### config.mk
export PLATFORM = sky130hd
export DESIGN_NAME = bcd_disp4
export DESIGN_NICKNAME = d
export VERILOG_FILES = /design/src/rtl/bcd_disp4_pkg.sv /design/src/rtl/bcd_disp4_seg7_dec.sv /design/src/rtl/bcd_disp4.sv
export SDC_FILE = /design/constraint.sdc
export NUM_CORES = 1
export LEC_CHECK = 0
export ABC_AREA = 1
export CAP_MARGIN = 15
export CORE_MARGIN = 1.5
export CORE_UTILIZATION = 45
export CTS_CLUSTER_SIZE = 40
export DETAILED_ROUTE_END_ITERATION = 8
export PLACE_DENSITY = 0.66
export SYNTH_ARGS = -nofsm -noshare
export SYNTH_HDL_FRONTEND = slang
export SYNTH_SLANG_ARGS = --single-unit
### constraint.sdc
create_clock -name clk -period 4.2 [get_ports clk]
set_input_delay 0.84 -clock clk [delete_from_list [all_inputs] [get_ports clk]]
set_output_delay 0.84 -clock clk [all_outputs]
set_load 0.03 [all_outputs]
### src/rtl/bcd_disp4_pkg.sv
// bcd_disp4_pkg: segment patterns, display constants and BCD clamp shared by bcd_disp4.
package bcd_disp4_pkg;
    localparam logic [6:0] SEG_0   = 7'b0000001;
    localparam logic [6:0] SEG_1   = 7'b1001111;
    localparam logic [6:0] SEG_2   = 7'b0010010;
    localparam logic [6:0] SEG_3   = 7'b0000110;
    localparam logic [6:0] SEG_4   = 7'b1001100;
    localparam logic [6:0] SEG_5   = 7'b0100100;
    localparam logic [6:0] SEG_6   = 7'b0100000;
    localparam logic [6:0] SEG_7   = 7'b0001111;
    localparam logic [6:0] SEG_8   = 7'b0000000;
    localparam logic [6:0] SEG_9   = 7'b0000100;
    localparam logic [6:0] SEG_OFF = 7'b1111111;
    localparam logic [3:0] AN_OFF  = 4'b1111;
    localparam logic [3:0] BCD_MAX = 4'd9;

    function automatic logic [3:0] clamp_bcd(input logic [3:0] v);
        return (v > BCD_MAX) ? BCD_MAX : v;
    endfunction
endpackage

### src/rtl/bcd_disp4_seg7_dec.sv
// seg7_dec: combinational BCD digit to active-low seven-segment pattern ([6:0] = A..G).
module seg7_dec
    import bcd_disp4_pkg::*;
(
    input  logic [3:0] bcd_i,
    output logic [6:0] seg_o
);
    always_comb begin
        case (bcd_i)
            4'd0:    seg_o = SEG_0;
            4'd1:    seg_o = SEG_1;
            4'd2:    seg_o = SEG_2;
            4'd3:    seg_o = SEG_3;
            4'd4:    seg_o = SEG_4;
            4'd5:    seg_o = SEG_5;
            4'd6:    seg_o = SEG_6;
            4'd7:    seg_o = SEG_7;
            4'd8:    seg_o = SEG_8;
            4'd9:    seg_o = SEG_9;
            default: seg_o = SEG_OFF;
        endcase
    end
endmodule

### src/rtl/bcd_disp4.sv
// bcd_disp4: 4-digit multiplexed 7-segment driver with tear-free shadow register.
// Optional LEADING_ZERO_BLANK_EN darkens leading zero digits 3..1.
module bcd_disp4
    import bcd_disp4_pkg::*;
#(
    parameter int REFRESH_DIV = 50000
) (
    input  logic        clk,
    input  logic        clr_n,
    input  logic        ld,
    input  logic [15:0] d,
    input  logic        blank,
    input  logic [3:0]  dp_mask,
    output logic [6:0]  seg,
    output logic        dp,
    output logic [3:0]  an,
    output logic        frame
);
    localparam int CW = (REFRESH_DIV > 1) ? $clog2(REFRESH_DIV) : 1;

    logic [CW-1:0] cnt_q, cnt_d;
    logic [1:0]    idx_q;
    logic [15:0]   staging_q, shadow_q, shadow_d, clamped;
    logic          pend_q, pend_d;
    logic [3:0]    an_raw_q, an_q, an_d, an_sel;
    logic [6:0]    seg_q, dec_seg;
    logic          dp_q, frame_q, tick, dark;
    logic [3:0]    dig;

    assign tick    = cnt_q == CW'(REFRESH_DIV - 1);
    assign clamped = {clamp_bcd(d[15:12]), clamp_bcd(d[11:8]), clamp_bcd(d[7:4]), clamp_bcd(d[3:0])};
    assign dig     = shadow_q[{idx_q, 2'b00} +: 4];

`ifdef LEADING_ZERO_BLANK_EN
    logic [3:0] lz;
    always_comb begin
        lz[3] = shadow_q[15:12] == 4'd0;
        lz[2] = lz[3] && shadow_q[11:8] == 4'd0;
        lz[1] = lz[2] && shadow_q[7:4] == 4'd0;
        lz[0] = 1'b0;
    end
    assign dark = lz[idx_q];
`else
    assign dark = 1'b0;
`endif

    seg7_dec u_dec (.bcd_i(dig), .seg_o(dec_seg));

    // A load on the frame cycle bypasses staging so it lands in the frame starting now.
    always_comb begin
        cnt_d    = tick ? '0 : cnt_q + 1'b1;
        an_sel   = dark ? AN_OFF : ~(4'b0001 << idx_q);
        an_d     = blank ? AN_OFF : (tick ? an_sel : an_raw_q);
        shadow_d = frame_q ? (ld ? clamped : (pend_q ? staging_q : shadow_q)) : shadow_q;
        pend_d   = frame_q ? 1'b0 : (ld ? 1'b1 : pend_q);
    end

    always_ff @(posedge clk or negedge clr_n) begin
        if (!clr_n) begin
            cnt_q     <= '0;
            idx_q     <= 2'd0;
            staging_q <= 16'h0000;
            shadow_q  <= 16'h0000;
            pend_q    <= 1'b0;
            an_raw_q  <= AN_OFF;
            an_q      <= AN_OFF;
            seg_q     <= SEG_OFF;
            dp_q      <= 1'b1;
            frame_q   <= 1'b0;
        end else begin
            cnt_q    <= cnt_d;
            frame_q  <= tick && idx_q == 2'd3;
            shadow_q <= shadow_d;
            pend_q   <= pend_d;
            an_q     <= an_d;
            if (ld)
                staging_q <= clamped;
            if (tick) begin
                idx_q    <= idx_q + 2'd1;
                an_raw_q <= an_sel;
                seg_q    <= dark ? SEG_OFF : dec_seg;
                dp_q     <= dark | ~dp_mask[idx_q];
            end
        end
    end

    assign seg   = seg_q;
    assign dp    = dp_q;
    assign an    = an_q;
    assign frame = frame_q;
endmodule

==> results.yml, run 1 <==
run_status:
  status: "finished, final reports clean"
synthesis:
  synthXorXnorAreaFrac: 0.0207
  synth_edf_count: 0
  synth_compound_area_frac: 0.0624
  netlist_instances: 402
  ys_seq_elements: 68
  async_flop_share: 1.00
  synth_top_family_by_area: "simple AND/OR/NAND/NOR gates"
  synth_fa_ha_area_frac: 0.0406
  yosys.area_share.simple: 0.297
  synthMuxAreaShare: 0
  synth_cell_types: 37
  syn-num-nets: 437
  synth_top_area_cell: "dfrtp_1"
  yosys_warnings: 0
  seq_area_frac_synth: 0.508
  netlist_area_mm2: 0.00339
  netlist_top_cells_area: "dfrtp_1, nand2_1, dfstp_2"
  synth.top_cell.area_share: 0.384
  syn_avg_cell_area_um2: 8.43
  synth-main-ff-cell: "dfrtp_1"
sta:
  rsz0062_at_grt: "false"
  fin_crit_sh: 0.570
  fin_ws_ps: 1810
  min_period_ps: 2390
  maxSlewHeadroom: 0.508
  skew_ps: 10.4
  setup-violations-final: 0
  tightest_slew_ps: 738
  totalNegativeSetupSlack_ps: 0
  fmax_ghz: 0.418
  slew_violations: 0
  hold_viol: 0
  whs_ps: 467
routing:
  vias_per_cell: 4.77
  dr.pass1.iters: 4
  drc: 0
  postRouteAntennaNets: 0
  routed_wirelength_um: 6860
  wl_met1_um: 3220
  vias: 2605
  top_layer_used: "met4"
  wl_met3_um: 236
  drt_iter0_drc: 112
  wl_per_cell_um: 12.6
  met2_length_um: 3360
placement:
  portBuffers: 36
  dpl_worst_slack_ps: 1560
  dp.cells: 530
  globalplace.congestion: 0.923
  placed_cell_area_mm2: 0.00382
  hpwlAfterDp_um: 5160
final_layout:
  final_area_mm2: 0.00404
  fin_cells: 546
  area_delta_synth_final_pct: 19.1
  diodes: 0
  nNetsFinal: 477
  drive_above_1_share: 0.136
  utilization: 0.556
grt:
  grt_pass1_vias: 2729
  track_usage: 0.195
  grt_max_degree: 36
  antenna_found_initial: 0
  grt_pass1_wl_um: 12600
  overflow: 0
pwr:
  p_leak_nw: 2.09
  power.total_mw: 1.34
  peakVddDrop_mv: 0.168
  power_density_mw_per_mm2: 332
setup_path:
  cp.required_ps: 3360
  slowest_stage: "clkdlybuf4s50_1"
  critPathCaptureType: "output pin"
  worstSetupPathType: "flip-flop to output pin"
  crit_path_cell_trace: "clkdlybuf4s50_1"
  crit_path_start_kind: "flip-flop"
  slowest_delay_ps: 670
  worstPathMaxFanout: 2
  crit_buf_inv: 1
  worst_ep_arrival_time_ps: 1550
  crit_family: "buffers and inverters"
floorplanning:
  rows: 31
  die_h_um: 89.8
  boundaryPins: 37
  dieWidth_um: 89.8
  core_area_mm2: 0.00725
  initial_utilization: 0.467
  die-area_mm2: 0.00806
clock_network:
  insertion_delay_ps: 340
  clock-sinks: 68
  cts_buffer_depth: 2
  clock-root-buffer: "clkbuf_8"
  h-tree-depth: 3
  hold_buffers: 0
  clk_pin_slew_ps: 70
  cts_tree: "done"
  cts_setup_buffers: 0
  cts_inserted_buffers: 9
  ctsResizeCount: 0
hold_path:
  hold_class: "flip-flop to flip-flop"
job:
  drv_cap: 0
## layout by cell type (no fill, tap or decap), types with 6 or more instances in the layout
cell type	instances
dfstp_2	16
a21oi_1	8
clkbuf_8	10
nand2_1	132
nand3_1	30
clkdlybuf4s50_1	35
o21ai_0	9
o21ai_1	10
nor2_1	35
ha_1	11
inv_2	8
xor2_1	8
nor3_1	6
dfrtp_1	52
inv_1	36
## metal layers
layer  GRT usage  up-vias
li1            -     1343
met1       0.254     1212
met2       0.328       45
met3      0.0440        5
met4      0.0529        0
met5           0        -
## worst paths after layout
path	start	to	slack [ps]	cells past startpoint
min in group asynchronous	clr_n	cnt_q[11]	550	1
hold / removal	seg[6]	seg[6]	470	2
setup / recovery	dp	dp	1810	1
max in group asynchronous	clr_n	shadow_q[11]	2740	2
hold reg to reg	seg[6]	seg[6]	470	2
setup reg to reg	idx_q[0]	seg[3]	2170	10
## report_power, final
| part | switching [mW] | leakage, nW | internal, mW |
|---|---|---|---|
| clock | 0.242 | 0.107 | 0.350 |
| combinational | 0.0393 | 1.17 | 0.0324 |
| sequential | 0.00432 | 0.819 | 0.671 |
| total | 0.286 | 2.09 | 1.05 |
## synthesized netlist by cell type (2+ instances only)
library cell	count
nor2_1	35
a21oi_1	8
nand3_1	30
nand3_2	2
inv_2	8
o211ai_1	2
nor2_2	2
o21ai_1	10
or2_2	3
a22o_1	2
nor3_2	2
o21a_1	3
inv_1	36
dfrtp_1	52
nor3_1	6
buf_2	6
nand2_1	132
o21ai_0	9
nor2_8	2
ha_1	11
nand2_2	3
dfstp_2	16
xor2_1	8
## worst min-delay path, stage by stage, from the launching register on
cell and delay (ps):
dfstp_2 370, nand2_1 50, nand2_1 50
## flip-flops by register name, summed over array words and instances (netlist names)
register   flops
idx_q          2
cnt_q         16
an             4
seg            7
pend_q         1
an_raw_q       4
staging_q     16
shadow_q      16
dp             1
frame          1
## cell families (layout without fill, tap and decap cells)
| kind of cell | count (synthesis) | after routing |
|---|---|---|
| AOI/OAI and AO/OA | 37 | 37 |
| adders and majority gates | 11 | 11 |
| buffers and inverters | 55 | 100 |
| DFF | 68 | 68 |
| xor gates and xnor gates | 8 | 8 |
| and+or+nand+nor | 223 | 223 |
## final cells by class
cell class | instances | area [um^2]
inverters | 46 | 176
fillers | 714 | 3220
multi-input cells | 279 | 1430
clock buffers | 12 | 145
clock inverters | 4 | 72.6
flip-flops and latches | 68 | 1720
repair buffers | 38 | 370
well taps | 99 | 124
Note: power is estimated with default switching activity, not from simulation.
==> inputs of run 2 (changes only) <==
--- a/config.mk
+++ b/config.mk
@@ -11,7 +11,7 @@
 export CORE_UTILIZATION = 45
 export CTS_CLUSTER_SIZE = 40
 export DETAILED_ROUTE_END_ITERATION = 8
-export PLACE_DENSITY = 0.66
+export PLACE_DENSITY = 0.69
 export SYNTH_ARGS = -nofsm -noshare
 export SYNTH_HDL_FRONTEND = slang
 export SYNTH_SLANG_ARGS = --single-unit
==> constraint.sdc (replaced) <==
create_clock -name clk -period 1.95 [get_ports clk]
set_input_delay 0.39 -clock clk [delete_from_list [all_inputs] [get_ports clk]]
set_output_delay 0.39 -clock clk [all_outputs]
set_load 0.03 [all_outputs]
==> results.yml, run 2 (synthesized netlist as in run 1, its figures left out) <==
routing:
  routed_wirelength_um: 6870
  dr.pass1.iters: 4
  wl_per_cell_um: 12.5
  vias_per_cell: 4.84
  drt_iter0_drc: 100
  vias: 2673
  postRouteAntennaNets: 0
  drc: 0
sta:
  setup-violations-final: 0
  whs_ps: 54.8
  maxSlewHeadroom: 0.641
  totalNegativeSetupSlack_ps: 0
  rsz0062_at_grt: "false"
  hold_viol: 0
  tightest_slew_ps: 537
  fmax_ghz: 0.524
  min_period_ps: 1910
  fin_crit_sh: 0.979
  slew_violations: 0
  skew_ps: 9.88
clock_network:
  insertion_delay_ps: 350
  clock-root-buffer: "clkbuf_8"
  cts_tree: "done"
  hold_buffers: 0
  cts_inserted_buffers: 9
  clock-sinks: 68
  cts_buffer_depth: 2
  clk_pin_slew_ps: 70
  h-tree-depth: 3
floorplanning:
  die-area_mm2: 0.00806
  boundaryPins: 37
  core_area_mm2: 0.00725
  dieWidth_um: 89.8
  rows: 31
  die_h_um: 89.8
  initial_utilization: 0.467
final_layout:
  final_cell_mix: "nand2_1, dfrtp_1, inv_1"
  nNetsFinal: 483
  fill_cells: 676
  fin_cells: 552
  area_delta_synth_final_pct: 19.3
  top_regs: "cnt_q x16, shadow_q x16, staging_q x16"
  final_common_cell: "nand2_1"
  drive_above_1_share: 0.152
  diodes: 0
setup_path:
  worst_ep_arrival_time_ps: 1520
  crit_family: "buffers and inverters"
  slowest_stage: "clkdlybuf4s50_1"
  worstSetupPathType: "flip-flop to output pin"
  critPathCaptureType: "output pin"
  cp.required_ps: 1560
  crit_buf_inv: 1
  worstPathMaxFanout: 1
  slowest_delay_ps: 660
  crit_path_start_kind: "flip-flop"
  crit_path_cell_trace: "clkdlybuf4s50_1"
grt:
  top_usage_layer: "met2"
  grt_pass1_wl_um: 12300
  track_usage: 0.191
  gr-usage-met2: 0.321
  grt_pass1_vias: 2688
  antenna_found_initial: 0
  grtUsageMet1: 0.237
  grt_max_degree: 69
  grt_use_met3: 0.0474
  overflow: 0
pwr:
  power_density_mw_per_mm2: 654
  peakVddDrop_mv: 0.366
  p_leak_nw: 2.17
hold_path:
  hold_class: "input pin to asynchronous set/reset pin"
placement:
  portBuffers: 36
  globalplace.congestion: 0.913
  hpwlAfterDp_um: 4980
  dp.cells: 536
job:
  drv_cap: 0
run_status:
  status: "finished, final reports clean"
run 2: cell types whose count changed in the layout (fill, tap and decap cells not counted), sizes merged:
cell,delta
bufinv,-2
clkinv,+4
dlygate4sd2,+9
clkdlybuf4s50,-11
dlymetal6s2s,+2
buf,+6
clkbuf,-1
clkinvlp,-1
run 2: cell type report:
class | instances | area [um^2] | share of cell area
clock inverter | 5 | 28.8 | 0.00712
multi-input combinational | 279 | 1430 | 0.353
inverter | 46 | 176 | 0.0437
tap | 99 | 124 | 0.0307
clock buffer | 11 | 141 | 0.0350
sequential | 68 | 1720 | 0.426
timing repair buffer | 44 | 422 | 0.104
run 2: timing repair:
item	4_1_cts	5_1_grt
buffers inserted	0	0
cloned	0	0
endpoints found under the hold margin	0	0
resized for setup	9	3
setup endpoints to repair	9	6
run 2: where the power goes:
part / switching, mW / leakage, nW / internal [mW]
logic: 0.0842 / 1.26 / 0.0735
registers: 0.00910 / 0.817 / 1.45
clock network: 0.540 / 0.0928 / 0.490
total: 0.633 / 2.17 / 2.01
run 2: path summary, 6_finish.rpt:
check | depth (start not counted) | from | slack [ps] | to
hold / removal | 2 | clr_n | 50 | cnt_q[6]
setup / recovery | 1 | an[2] | 40 | an[2]
max in group asynchronous | 2 | clr_n | 1570 | seg[0]
min in group clk | 1 | cnt_q[0] | 460 | cnt_q[0]
setup reg to reg | 10 | idx_q[1] | 210 | seg[3]
hold reg to reg | 1 | cnt_q[0] | 460 | cnt_q[0]
run 2: routing by layer:
layer | share of wire | wire length (um)
met5 | 0 | 0
met4 | 0.018 | 122
met3 | 0.031 | 215
met2 | 0.49 | 3380
met1 | 0.46 | 3150
run 2: metrics by stage:
step	power, mW	area [um^2]	setup slack, ps	utilization
2_1_floorplan	1.54	3390	360	-
5_1_grt	2.75	4040	1.17	0.557
3_5_place_dp	1.64	3880	116	0.534
6_report	2.64	4040	40.6	0.557
3_3_place_gp	1.64	3880	155	0.534
4_1_cts	2.68	4040	5.08	0.556
==> inputs of run 3 (changes only) <==
--- a/config.mk
+++ b/config.mk
@@ -8,10 +8,10 @@
 export ABC_AREA = 1
 export CAP_MARGIN = 15
 export CORE_MARGIN = 1.5
-export CORE_UTILIZATION = 45
+export CORE_UTILIZATION = 51
 export CTS_CLUSTER_SIZE = 40
 export DETAILED_ROUTE_END_ITERATION = 8
-export PLACE_DENSITY = 0.69
+export PLACE_DENSITY = 0.76
 export SYNTH_ARGS = -nofsm -noshare
 export SYNTH_HDL_FRONTEND = slang
 export SYNTH_SLANG_ARGS = --single-unit
==> results.yml, run 3 (synthesized netlist as in run 1, its figures left out) <==
job:
  drv_cap: 0
floorplanning:
  die-area_mm2: 0.00714
  dieWidth_um: 84.5
  rows: 29
  boundaryPins: 37
  initial_utilization: 0.531
  die_h_um: 84.5
  core_area_mm2: 0.00639
routing:
  wl_met3_um: 238
  postRouteAntennaNets: 0
  drt_iter0_drc: 121
  top_layer_used: "met4"
  met2_length_um: 3340
  drc: 0
  wl_met1_um: 2980
  vias: 2628
  routed_wirelength_um: 6660
  wl_per_cell_um: 12.5
  vias_per_cell: 4.95
  dr.pass1.iters: 4
clock_network:
  h-tree-depth: 3
  cts_tree: "done"
  clock-sinks: 68
  clk_pin_slew_ps: 70
  ctsResizeCount: 3
  cts_buffer_depth: 2
  cts_setup_buffers: 0
  insertion_delay_ps: 340
  clock-root-buffer: "clkbuf_8"
  hold_buffers: 0
  cts_inserted_buffers: 9
final_layout:
  fin_cells: 531
  final_common_cell: "nand2_1"
  final_area_mm2: 0.00408
  area_delta_synth_final_pct: 20.3
  final_cell_mix: "nand2_1, dfrtp_1, inv_1"
  drive_above_1_share: 0.154
  diodes: 0
  top_regs: "cnt_q x16, shadow_q x16, staging_q x16"
  nNetsFinal: 484
  fill_cells: 527
placement:
  portBuffers: 36
  hpwlAfterDp_um: 4960
  dp.cells: 515
  placed_cell_area_mm2: 0.00386
  globalplace.congestion: 0.882
  dpl_worst_slack_ps: 128
sta:
  slew_violations: 0
  skew_ps: 6.29
  min_period_ps: 1910
  rsz0062_at_grt: "false"
  hold_viol: 0
  fmax_ghz: 0.522
  setup-violations-final: 0
  totalNegativeSetupSlack_ps: 0
  fin_crit_sh: 0.982
  maxSlewHeadroom: 0.640
  tightest_slew_ps: 540
  fin_ws_ps: 35.0
setup_path:
  crit_path_start_kind: "flip-flop"
  worstSetupPathType: "flip-flop to output pin"
  critPathCaptureType: "output pin"
  slowest_delay_ps: 660
  crit_buf_inv: 1
  slowest_stage: "clkdlybuf4s50_1"
  crit_path_cell_trace: "clkdlybuf4s50_1"
  cp.required_ps: 1560
  worstPathMaxFanout: 2
  worst_ep_arrival_time_ps: 1520
  crit_family: "buffers and inverters"
pwr:
  p_leak_nw: 2.21
  power_density_mw_per_mm2: 694
  peakVddDrop_mv: 0.557
  power.total_mw: 2.83
run_status:
  status: "finished, final reports clean"
grt:
  antenna_found_initial: 0
  grt_pass1_wl_um: 11900
  track_usage: 0.209
  grt_max_degree: 69
  grt_pass1_vias: 2723
  overflow: 0
hold_path:
  hold_class: "input pin to asynchronous set/reset pin"
[run 3: cell types whose count changed in the layout (fill, tap and decap cells not counted), moves of 2 or more]
cell / before / now
clkbuf_8: 10 / 12
clkdlybuf4s50_1: 24 / 28
clkinv_2: 5 / 2
dlygate4sd2_1: 9 / 3
dlymetal6s2s_1: 2 / 4
[run 3: stage by stage]
stage	util	hold WS, ps
3_5_place_dp	0.604	436
3_3_place_gp	0.604	433
6_report	0.638	53.0
5_1_grt	0.638	71.3
4_1_cts	0.637	59.2
2_1_floorplan	-	94.4
[run 3: per-layer routing]
layer | vias up | GRT usage
li1 | 1353 | -
met3 | 10 | 0.0580
met4 | 0 | 0.0718
met1 | 1222 | 0.255
met2 | 43 | 0.359
met5 | - | 0
[run 3: power breakdown]
| part | switching [mW] | internal [mW] |
|---|---|---|
| clock network | 0.517 | 0.696 |
| registers | 0.00967 | 1.45 |
| logic | 0.0832 | 0.0766 |
| total | 0.609 | 2.22 |
[run 3: final cells by class]
type / instances / area [um^2] / area share
clock buffers: 13 / 169 / 0.0414
clock inverters: 3 / 43.8 / 0.0107
inverters: 46 / 176 / 0.0433
multi-input cells: 279 / 1430 / 0.350
flip-flops and latches: 68 / 1720 / 0.423
well taps: 77 / 96.3 / 0.0236
repair buffers: 45 / 442 / 0.108
[run 3: path summary, 6_finish.rpt]
path	slack, ps	to	from	cells after the start
worst min register to register	460	cnt_q[0]	cnt_q[0]	1
worst max register to register	220	seg[3]	idx_q[1]	9
worst max-delay path	40	seg[6]	seg[6]	1
min in group clk	460	cnt_q[0]	cnt_q[0]	1
max in group asynchronous	1570	seg[2]	clr_n	2
worst min-delay path	50	cnt_q[6]	clr_n	2
